--- src/rtl/vga_char_sink.sv ---
// vga_char_sink: buffers CPU character writes in a FIFO and drains them into VRAM.
// Optional full-screen clear is enabled with the VGA_CLEAR_SCREEN_EN macro.
module vga_char_sink #(
    parameter int          DEPTH      = 8,
    parameter int          NUM_CELLS  = 1200,
    parameter int          ADDR_W     = 11,
    parameter logic [15:0] BLANK_CHAR = 16'h0000
) (
    input  logic                     wire_clock,
    input  logic                     wire_reset,
    input  logic                     videoflag,
    input  logic [15:0]              bus_vga_pos,
    input  logic [15:0]              bus_vga_char,
    input  logic                     scan_req,
`ifdef VGA_CLEAR_SCREEN_EN
    input  logic                     clear_req,
`endif
    output logic                     vram_we,
    output logic [ADDR_W-1:0]        vram_addr,
    output logic [15:0]              vram_data,
    output logic                     busy,
    output logic [$clog2(DEPTH):0]   fifo_count,
    output logic                     overflow,
    output logic                     range_err
);

    localparam int          PW   = $clog2(DEPTH);
    localparam int          EW   = ADDR_W + 16;
    localparam logic [16:0] NC17 = 17'(NUM_CELLS);
    localparam logic [PW:0] FULL = (PW+1)'(DEPTH);

    typedef enum logic [1:0] {
        S_IDLE  = 2'd0,
`ifdef VGA_CLEAR_SCREEN_EN
        S_CLEAR = 2'd2,
`endif
        S_DRAIN = 2'd1
    } state_t;

    state_t            state_q, state_d;
    logic [PW:0]       wr_ptr_q, rd_ptr_q;
    logic [EW-1:0]     mem_q [DEPTH];
    logic              vram_we_q, vram_we_d;
    logic [ADDR_W-1:0] vram_addr_q, vram_addr_d;
    logic [15:0]       vram_data_q, vram_data_d;
    logic              overflow_q, range_err_q;

    logic [PW:0]       count;
    logic              empty, full, in_range;
    logic              push, pop, drop_ovf, drop_rng;
    logic [EW-1:0]     rd_entry;
    logic              clr_start, clr_wr, clr_last;
    logic [ADDR_W-1:0] clr_addr;

    assign count    = wr_ptr_q - rd_ptr_q;
    assign empty    = (count == '0);
    assign full     = (count == FULL);
    assign in_range = ({1'b0, bus_vga_pos} < NC17);
    assign pop      = !empty && !scan_req && (state_q == S_DRAIN);
    assign push     = videoflag && in_range && (!full || pop);
    assign drop_ovf = videoflag && in_range && full && !pop;
    assign drop_rng = videoflag && !in_range;
    assign rd_entry = mem_q[rd_ptr_q[PW-1:0]];

`ifdef VGA_CLEAR_SCREEN_EN
    localparam logic [ADDR_W-1:0] LAST = ADDR_W'(NUM_CELLS - 1);
    logic [ADDR_W-1:0] clr_cnt_q, clr_cnt_d;

    assign clr_start = clear_req && (state_q != S_CLEAR);
    assign clr_wr    = (state_q == S_CLEAR) && !scan_req;
    assign clr_last  = clr_wr && (clr_cnt_q == LAST);
    assign clr_addr  = clr_cnt_q;
    assign clr_cnt_d = clr_last ? '0 : (clr_wr ? clr_cnt_q + 1'b1 : clr_cnt_q);

    // Clear address sweep counter
    always_ff @(posedge wire_clock or negedge wire_reset) begin
        if (!wire_reset) clr_cnt_q <= '0;
        else             clr_cnt_q <= clr_cnt_d;
    end
`else
    assign clr_start = 1'b0;
    assign clr_wr    = 1'b0;
    assign clr_last  = 1'b0;
    assign clr_addr  = '0;
`endif

    // FIFO storage; contents are don't-care while the pointers say empty
    always_ff @(posedge wire_clock) begin
        if (push) mem_q[wr_ptr_q[PW-1:0]] <= {bus_vga_pos[ADDR_W-1:0], bus_vga_char};
    end

    // FIFO pointers and sticky error flags
    always_ff @(posedge wire_clock or negedge wire_reset) begin
        if (!wire_reset) begin
            wr_ptr_q    <= '0;
            rd_ptr_q    <= '0;
            overflow_q  <= 1'b0;
            range_err_q <= 1'b0;
        end else begin
            if (push)     wr_ptr_q    <= wr_ptr_q + 1'b1;
            if (pop)      rd_ptr_q    <= rd_ptr_q + 1'b1;
            if (drop_ovf) overflow_q  <= 1'b1;
            if (drop_rng) range_err_q <= 1'b1;
        end
    end

    // State register
    always_ff @(posedge wire_clock or negedge wire_reset) begin
        if (!wire_reset) state_q <= S_IDLE;
        else             state_q <= state_d;
    end

    // Next-state logic; IDLE leaves on the push itself to reach two-cycle latency
    always_comb begin
        state_d = state_q;
        case (state_q)
            S_IDLE: begin
                if (clr_start)           state_d = state_t'(2'd2);
                else if (!empty || push) state_d = S_DRAIN;
            end
            S_DRAIN: begin
                if (clr_start)                              state_d = state_t'(2'd2);
                else if (pop && count == 1 && !push)        state_d = S_IDLE;
            end
`ifdef VGA_CLEAR_SCREEN_EN
            S_CLEAR: begin
                if (clr_last) state_d = (!empty || push) ? S_DRAIN : S_IDLE;
            end
`endif
            default: state_d = S_IDLE;
        endcase
    end

    // Output next values: a pop or a clear write, otherwise hold address/data
    always_comb begin
        vram_we_d   = pop || clr_wr;
        vram_addr_d = vram_addr_q;
        vram_data_d = vram_data_q;
        if (pop) begin
            vram_addr_d = rd_entry[EW-1:16];
            vram_data_d = rd_entry[15:0];
        end else if (clr_wr) begin
            vram_addr_d = clr_addr;
            vram_data_d = BLANK_CHAR;
        end
    end

    // Registered VRAM write port
    always_ff @(posedge wire_clock or negedge wire_reset) begin
        if (!wire_reset) begin
            vram_we_q   <= 1'b0;
            vram_addr_q <= '0;
            vram_data_q <= '0;
        end else begin
            vram_we_q   <= vram_we_d;
            vram_addr_q <= vram_addr_d;
            vram_data_q <= vram_data_d;
        end
    end

    assign vram_we    = vram_we_q;
    assign vram_addr  = vram_addr_q;
    assign vram_data  = vram_data_q;
    assign fifo_count = count;
    assign busy       = full;
    assign overflow   = overflow_q;
    assign range_err  = range_err_q;

endmodule

--- config.mk ---
export PLATFORM = sky130hd
export DESIGN_NAME = vga_char_sink
export DESIGN_NICKNAME = d
export VERILOG_FILES = /design/src/rtl/vga_char_sink.sv
export SDC_FILE = /design/constraint.sdc
export NUM_CORES = 1
export LEC_CHECK = 0
export BUFFER_PORTS_ARGS = -buffer_cell sky130_fd_sc_hd__buf_2
export CORE_UTILIZATION = 55
export DETAILED_ROUTE_END_ITERATION = 8
export GPL_ROUTABILITY_DRIVEN = 0
export PLACE_DENSITY = 0.79
export SYNTH_ARGS = -nofsm -noshare
export SYNTH_HDL_FRONTEND = slang
export SYNTH_SLANG_ARGS = --single-unit
--- constraint.sdc ---
create_clock -name wire_clock -period 6.6 [get_ports wire_clock]
set_input_delay 0.66 -clock wire_clock [delete_from_list [all_inputs] [get_ports wire_clock]]
set_output_delay 0.66 -clock wire_clock [all_outputs]
set_load 0.02 [all_outputs]
Word level (Yosys, flattened, before mapping)

Memories as Yosys holds them, arrays and structs flattened. A register that Yosys moved wholly into a read port is not among the register bits.
Index checks and enable logic that the tools add are counted.

Memories: 1
Word-level logic and storage cells: 42
Output and inout bits: 35
Bits in writable memories: 216
Bits in registers: 13
Bits in latches: 0
Bits in read-only memories: 0

Memory list:

| name  | depth | bits a word | read ports | clocked after memory_dff | write ports | RTL line | source |
|---|---|---|---|---|---|---|---|
| mem_q | 8     | 27          | 1          | 1                        | 1           | 42       | `logic [EW-1:0] mem_q [DEPTH];` |

Divide/modulo/power cells: 0
Shift-type cells: 0
Add/subtract/negate cells: 3
Reduce and logical (&&, ||, !) cells: 21
Magnitude comparators: 1
Eq/ne operators: 5
Muxes and demuxes: 5
Bitwise logic cells: 0
Multiply operators: 0

Operators by type and width:

| operator                                                      | count |
|---|---|
| less-than comparator 16 x 11 -> 1 bit (second input constant) | 1 |
| logical AND 1 bit                                             | 9 |
| adder 4 x 1 -> 4 bit (second input constant)                  | 2 |
| logical NOT 1 bit                                             | 7 |
| == test 4 x 1 -> 1 bit (second input constant)                | 1 |
| == test 4 bit (second input constant)                         | 1 |
| logical NOT 4 bit                                             | 1 |
| two-way mux 2 bit                                             | 2 |
| case mux 2 bit (2 select lines)                               | 1 |
| subtractor 4 bit                                              | 1 |
| == test 2 x 1 -> 1 bit (second input constant)                | 1 |
| logical NOT 2 bit                                             | 1 |
| logical OR 1 bit                                              | 2 |
| two-way mux 1 bit                                             | 2 |
| inequality test 2 x 1 -> 1 bit (second input constant)        | 1 |
| inequality test 2 bit (second input constant)                 | 1 |
| AND reduction 2 bit                                           | 1 |

Longest topological paths before layout

Depth in word-level cells: 11
Gate-level depth with buffers: 12
Gate-level depth less buffers: 9

Worst setup path before layout

Ideal clock, no wire load.

Path type: register to register
Start point: register rd_ptr_q[1]
End point: memory mem_q[0][0] (netlist name) (enable)
Arrival time: 5.040 ns
Clock period less this slack: 5.519 ns
Data required time: 6.121 ns
Path buffers: 3
Slack: 1.081 ns
Stages on the path, launching flop included: 10
Cells stage by stage: dfrtp_1 > clkbuf_1 > clkbuf_1 > inv_1 > fa_1 > xor2_1 > or3_1 > buf_2 > o31ai_4 > nor4_1

Cells in the longest elaborated chain, start to end: 9

Ends and longest elaborated chain:

| item                                        | RTL line | source |
|---|---|---|
| start, declared                             | 41       | `logic [PW:0] wr_ptr_q, rd_ptr_q;` |
| start signal, assigned                      | 101      | `if (pop) rd_ptr_q <= rd_ptr_q + 1'b1;` |
| subtractor 4 bit (*)                        | 55       | `assign count = wr_ptr_q - rd_ptr_q;` |
| named net fifo_count[2]                     | 22       | `output logic [$clog2(DEPTH):0] fifo_count,` |
| logical NOT 4 bit                           | 56       | `assign empty = (count == '0);` |
| logical NOT 1 bit                           | 59       | `assign pop = !empty && !scan_req && (state_q == S_DRAIN);` |
| logical AND 1 bit (2 in series)             | 59       |  |
| logical OR 1 bit (*)                        | 60       | `assign push = videoflag && in_range && (!full \|\| pop);` |
| logical AND 1 bit (*)                       | 60       |  |
| two-way mux 1 bit (*)                       | 89       | `if (push) mem_q[wr_ptr_q[PW-1:0]] <= {bus_vga_pos[ADDR_W-1:0], bus_vga_char};` |
| two-way mux 1 bit (not written as such) (*) | 89       |  |
| end, declared                               | 42       |  |

The timed path passes the listed nets; every way through them passes the cells marked *.

Worst setup path in the final report

Start point: register rd_ptr_q[2]
End point: output busy

Cells in the longest elaborated chain, start to end: 2

Ends and longest elaborated chain:

| item             | RTL line | source |
|---|---|---|
| subtractor 4 bit | 55       |  |
| == test 4 bit    | 57       | `assign full = (count == FULL);` |
| end, declared    | 21       | `output logic busy,` |

No other way between the ends.

==> metrics.md <==
| Metric | Value |
|---|---|
| CP Capture Type | output pin |
| Clock Latency Late Sink | 0.53 ns |
| Cell depth of the worst flop-to-flop path | 9 |
| IO Port Bufs | 70 |
| Root Driver | clkbuf_16 |
| Vias per std cell | 5.94 |
| CORE AREA | 17300 um2 |
| Post-route DRC | 0 |
| Nets | 631 |
| Synth area leaders | edfxtp_1 (67%), mux4_2 (13%), dfrtp_1 (10%), nand2_1 (2.3%), a31oi_1 (1.7%) |
| VDD IR max | 0.000382 V |
| DPL Wire Length | 10.1 mm |
| Vias in the first global route | 5235 |
| Crit path setup slack, layout | 2.83 ns |
| CTS tree | yes |
| Total gr overflow | 0 |
| Vias | 4955 |
| All-Layer GR Usage | 21.8% |
| RSZ-0062 raised after global routing | no |
| Critical path's largest stage delay | 0.54 ns |
| Mapped Cells | 505 |
| EDFF count, synth | 216 |
| Cells resized by post-CTS repair | 0 |
| Post-layout util | 65.0% |
| Max-slew violations | 0 |
| Total CTS buffers | 25 |
| Area leader, netlist | edfxtp_1 |
| Pwr dens | 415 nW/um2 |
| Initial core utilization | 56.2% |
| Setup Skew | 0.0180 ns |
| First-pass GRT wire length | 29.4 mm |
| Die Span X | 135 um |
| Top FF cell, synth | edfxtp_1 |
| Post-route setup TNS | 0 ns |
| Highest clock rate | 265 MHz |
| Final Hold Fails | 0 |
| Outcome | finished clean |
| Startpoint Class | flop |
| Die Area | 18200 um2 |
| Worst-Margin Slew | 1.04 ns |
| Final setup vio count | 0 |
| DIE HEIGHT | 135 um |
| Post-Layout Cell Count | 834 |
| CP Cell Sequence | buf_4, inv_2, ha_1, a21oi_1, a21oi_1, nor2_1, nor2_1, buf_2 |
| Initial DRT Pass Iterations | 4 |
| Post-placement setup slack | 3.08 ns |
| Register area share after synthesis | 76.8% |
| Count of state elements after synthesis | 255 |
| Pwr Total | 4.67 mW |
| Placed Cells | 787 |
| Worst reg2reg endpoint | mem_q[0][11]$_DFFE_PP_ |
| I/O pin total | 71 |
| Post-Syn Nets | 547 |
| Worst Path Required | 5.94 ns |
| Final period util | 57.1% |
| Ys async rst share | 15.3% |
| Register-to-register setup slack | 3.03 ns |
| Rows | 48 |
| Post-CTS Setup Inserts | 0 |
| Clock Path Buffers | 3 |
| DP Area | 10400 um2 |
| DRT iter0 DRCs | 362 |
| Most frequent cell after synthesis | edfxtp_1 |
| Post-DRT Antenna Nets | 0 |
| Share of cells above drive strength 1 | 31.1% |
| CP startpoint | rd_ptr_q[2]$_DFFE_PN0P_ |
| Syn. warnings | 0 |
| Drt wl/cell | 22.3 um |
| Pin count of the biggest net entering global routing | 61 |
| Area delta synth->final | 15.6% |
| Yosys top cell area share | 66.7% |
| Synth Cell Area | 9720 um2 |
| Max-cap violation count | 0 |
| P_leak | 3.88 nW |
| Clk sinks | 255 |
| Worst hold path type | in -> async |
| Post-route cell area | 11200 um2 |
| Initial antenna violation count | 1 |
| Most frequent cells after synthesis | edfxtp_1 (216), nand2_1 (59), mux4_2 (54) |
| Final min period | 3.77 ns |
| Max_slew headroom | 30.4% |
| CP Max Fanout | 30 |
| Hold-fix buffers, CTS | 0 |
| Mapped Avg Cell Area | 19.3 um2 |
| R2R Path Start | rd_ptr_q[2]$_DFFE_PN0P_ |
| CP Data Arrival Time | 3.11 ns |
| Slowest CP cell | inv_2 |
| Clock transition at path regs | 0.06 ns |
| Crit Path Class | reg -> out |
| Final wirelength | 18.6 mm |
| WHS | 0.319 ns |
| H-tree levels | 1 |
| Cell variety after synth | 38 |
==> critical path: cells and delay by family, from the launching register on <==
kind                     cells  cell delay [ns]
AND/OR/NAND/NOR              2             0.55
flip-flops                   1             0.36
adder cells (fa/ha/maj)      1             0.39
buffers and inverters        3             0.98
AO/OA/AOI/OAI                2             0.30
==> cell type report <==
class	count	area, um2
sequential	255	7470
antenna	1	2.50
multi-input combinational	217	2150
timing repair buffer	82	440
clock inverter	12	173
clock buffer	34	689
inverter	8	30.0
fill	1181	6060
tap	225	282
==> metal layers <==
metal / up-vias / global-route usage, % / routed length (um)
met5: - / 0 / 0
met1: 2604 / 28.4 / 7570
met3: 37 / 3.49 / 796
li1: 2159 / - / -
met4: 0 / 5.99 / 350
met2: 155 / 38.2 / 9920
==> where the power goes <==
group,internal [mW],total (mW),switching (mW)
registers,1.86,1.98,0.119
clock network,0.892,1.47,0.578
logic,0.518,1.22,0.698
==> registers in the layout (all words and copies together) (netlist names) <==
signal	flops
mem_q	216
overflow	1
range_err	1
rd_ptr_q	4
state_q	1
vram_addr	11
vram_data	16
vram_we	1
wr_ptr_q	4
==> kinds of logic (layout without fill, tap and decap cells) <==
group / Yosys count / in the layout / synth area share (%)
buffers and inverters: 33 / 136 / 1.52
AOI/OAI and AO/OA: 38 / 38 / 2.69
DFF: 255 / 255 / 76.8
adders and majority gates: 6 / 6 / 0.849
other: 0 / 1 / 0
and+or+nand+nor: 109 / 109 / 4.74
xor gates and xnor gates: 8 / 8 / 0.721
muxes: 56 / 56 / 12.7
==> how the worst max path moves through the flow <==
stage                            end  cells past startpoint
2_1_floorplan  mem_q[0][0]$_DFFE_PP_                      9
3_3_place_gp   mem_q[2][2]$_DFFE_PP_                      8
3_5_place_dp   mem_q[0][4]$_DFFE_PP_                      9
4_1_cts                         busy                      8
5_1_grt                         busy                      8
6_report                        busy                      8
==> placed cells by master (no fill, tap or decap), types with 2 or more instances in the layout <==
cell type	Yosys	layout
nor2_1	32	32
mux4_2	54	54
xor2_1	2	2
nor4_2	0	2
bufinv_16	0	4
nor3_2	0	5
buf_2	13	70
inv_1	7	7
clkbuf_8	0	3
and3_1	2	2
ha_1	5	5
a31oi_1	27	27
nand2b_1	2	2
clkinv_1	0	2
clkinv_2	0	5
clkbuf_1	11	6
edfxtp_1	216	216
dfrtp_1	39	37
clkbuf_16	0	25
a21oi_1	2	2
nand2_1	59	59
buf_4	0	12
xnor2_1	6	6
Power figures use the tool's default switching activity.
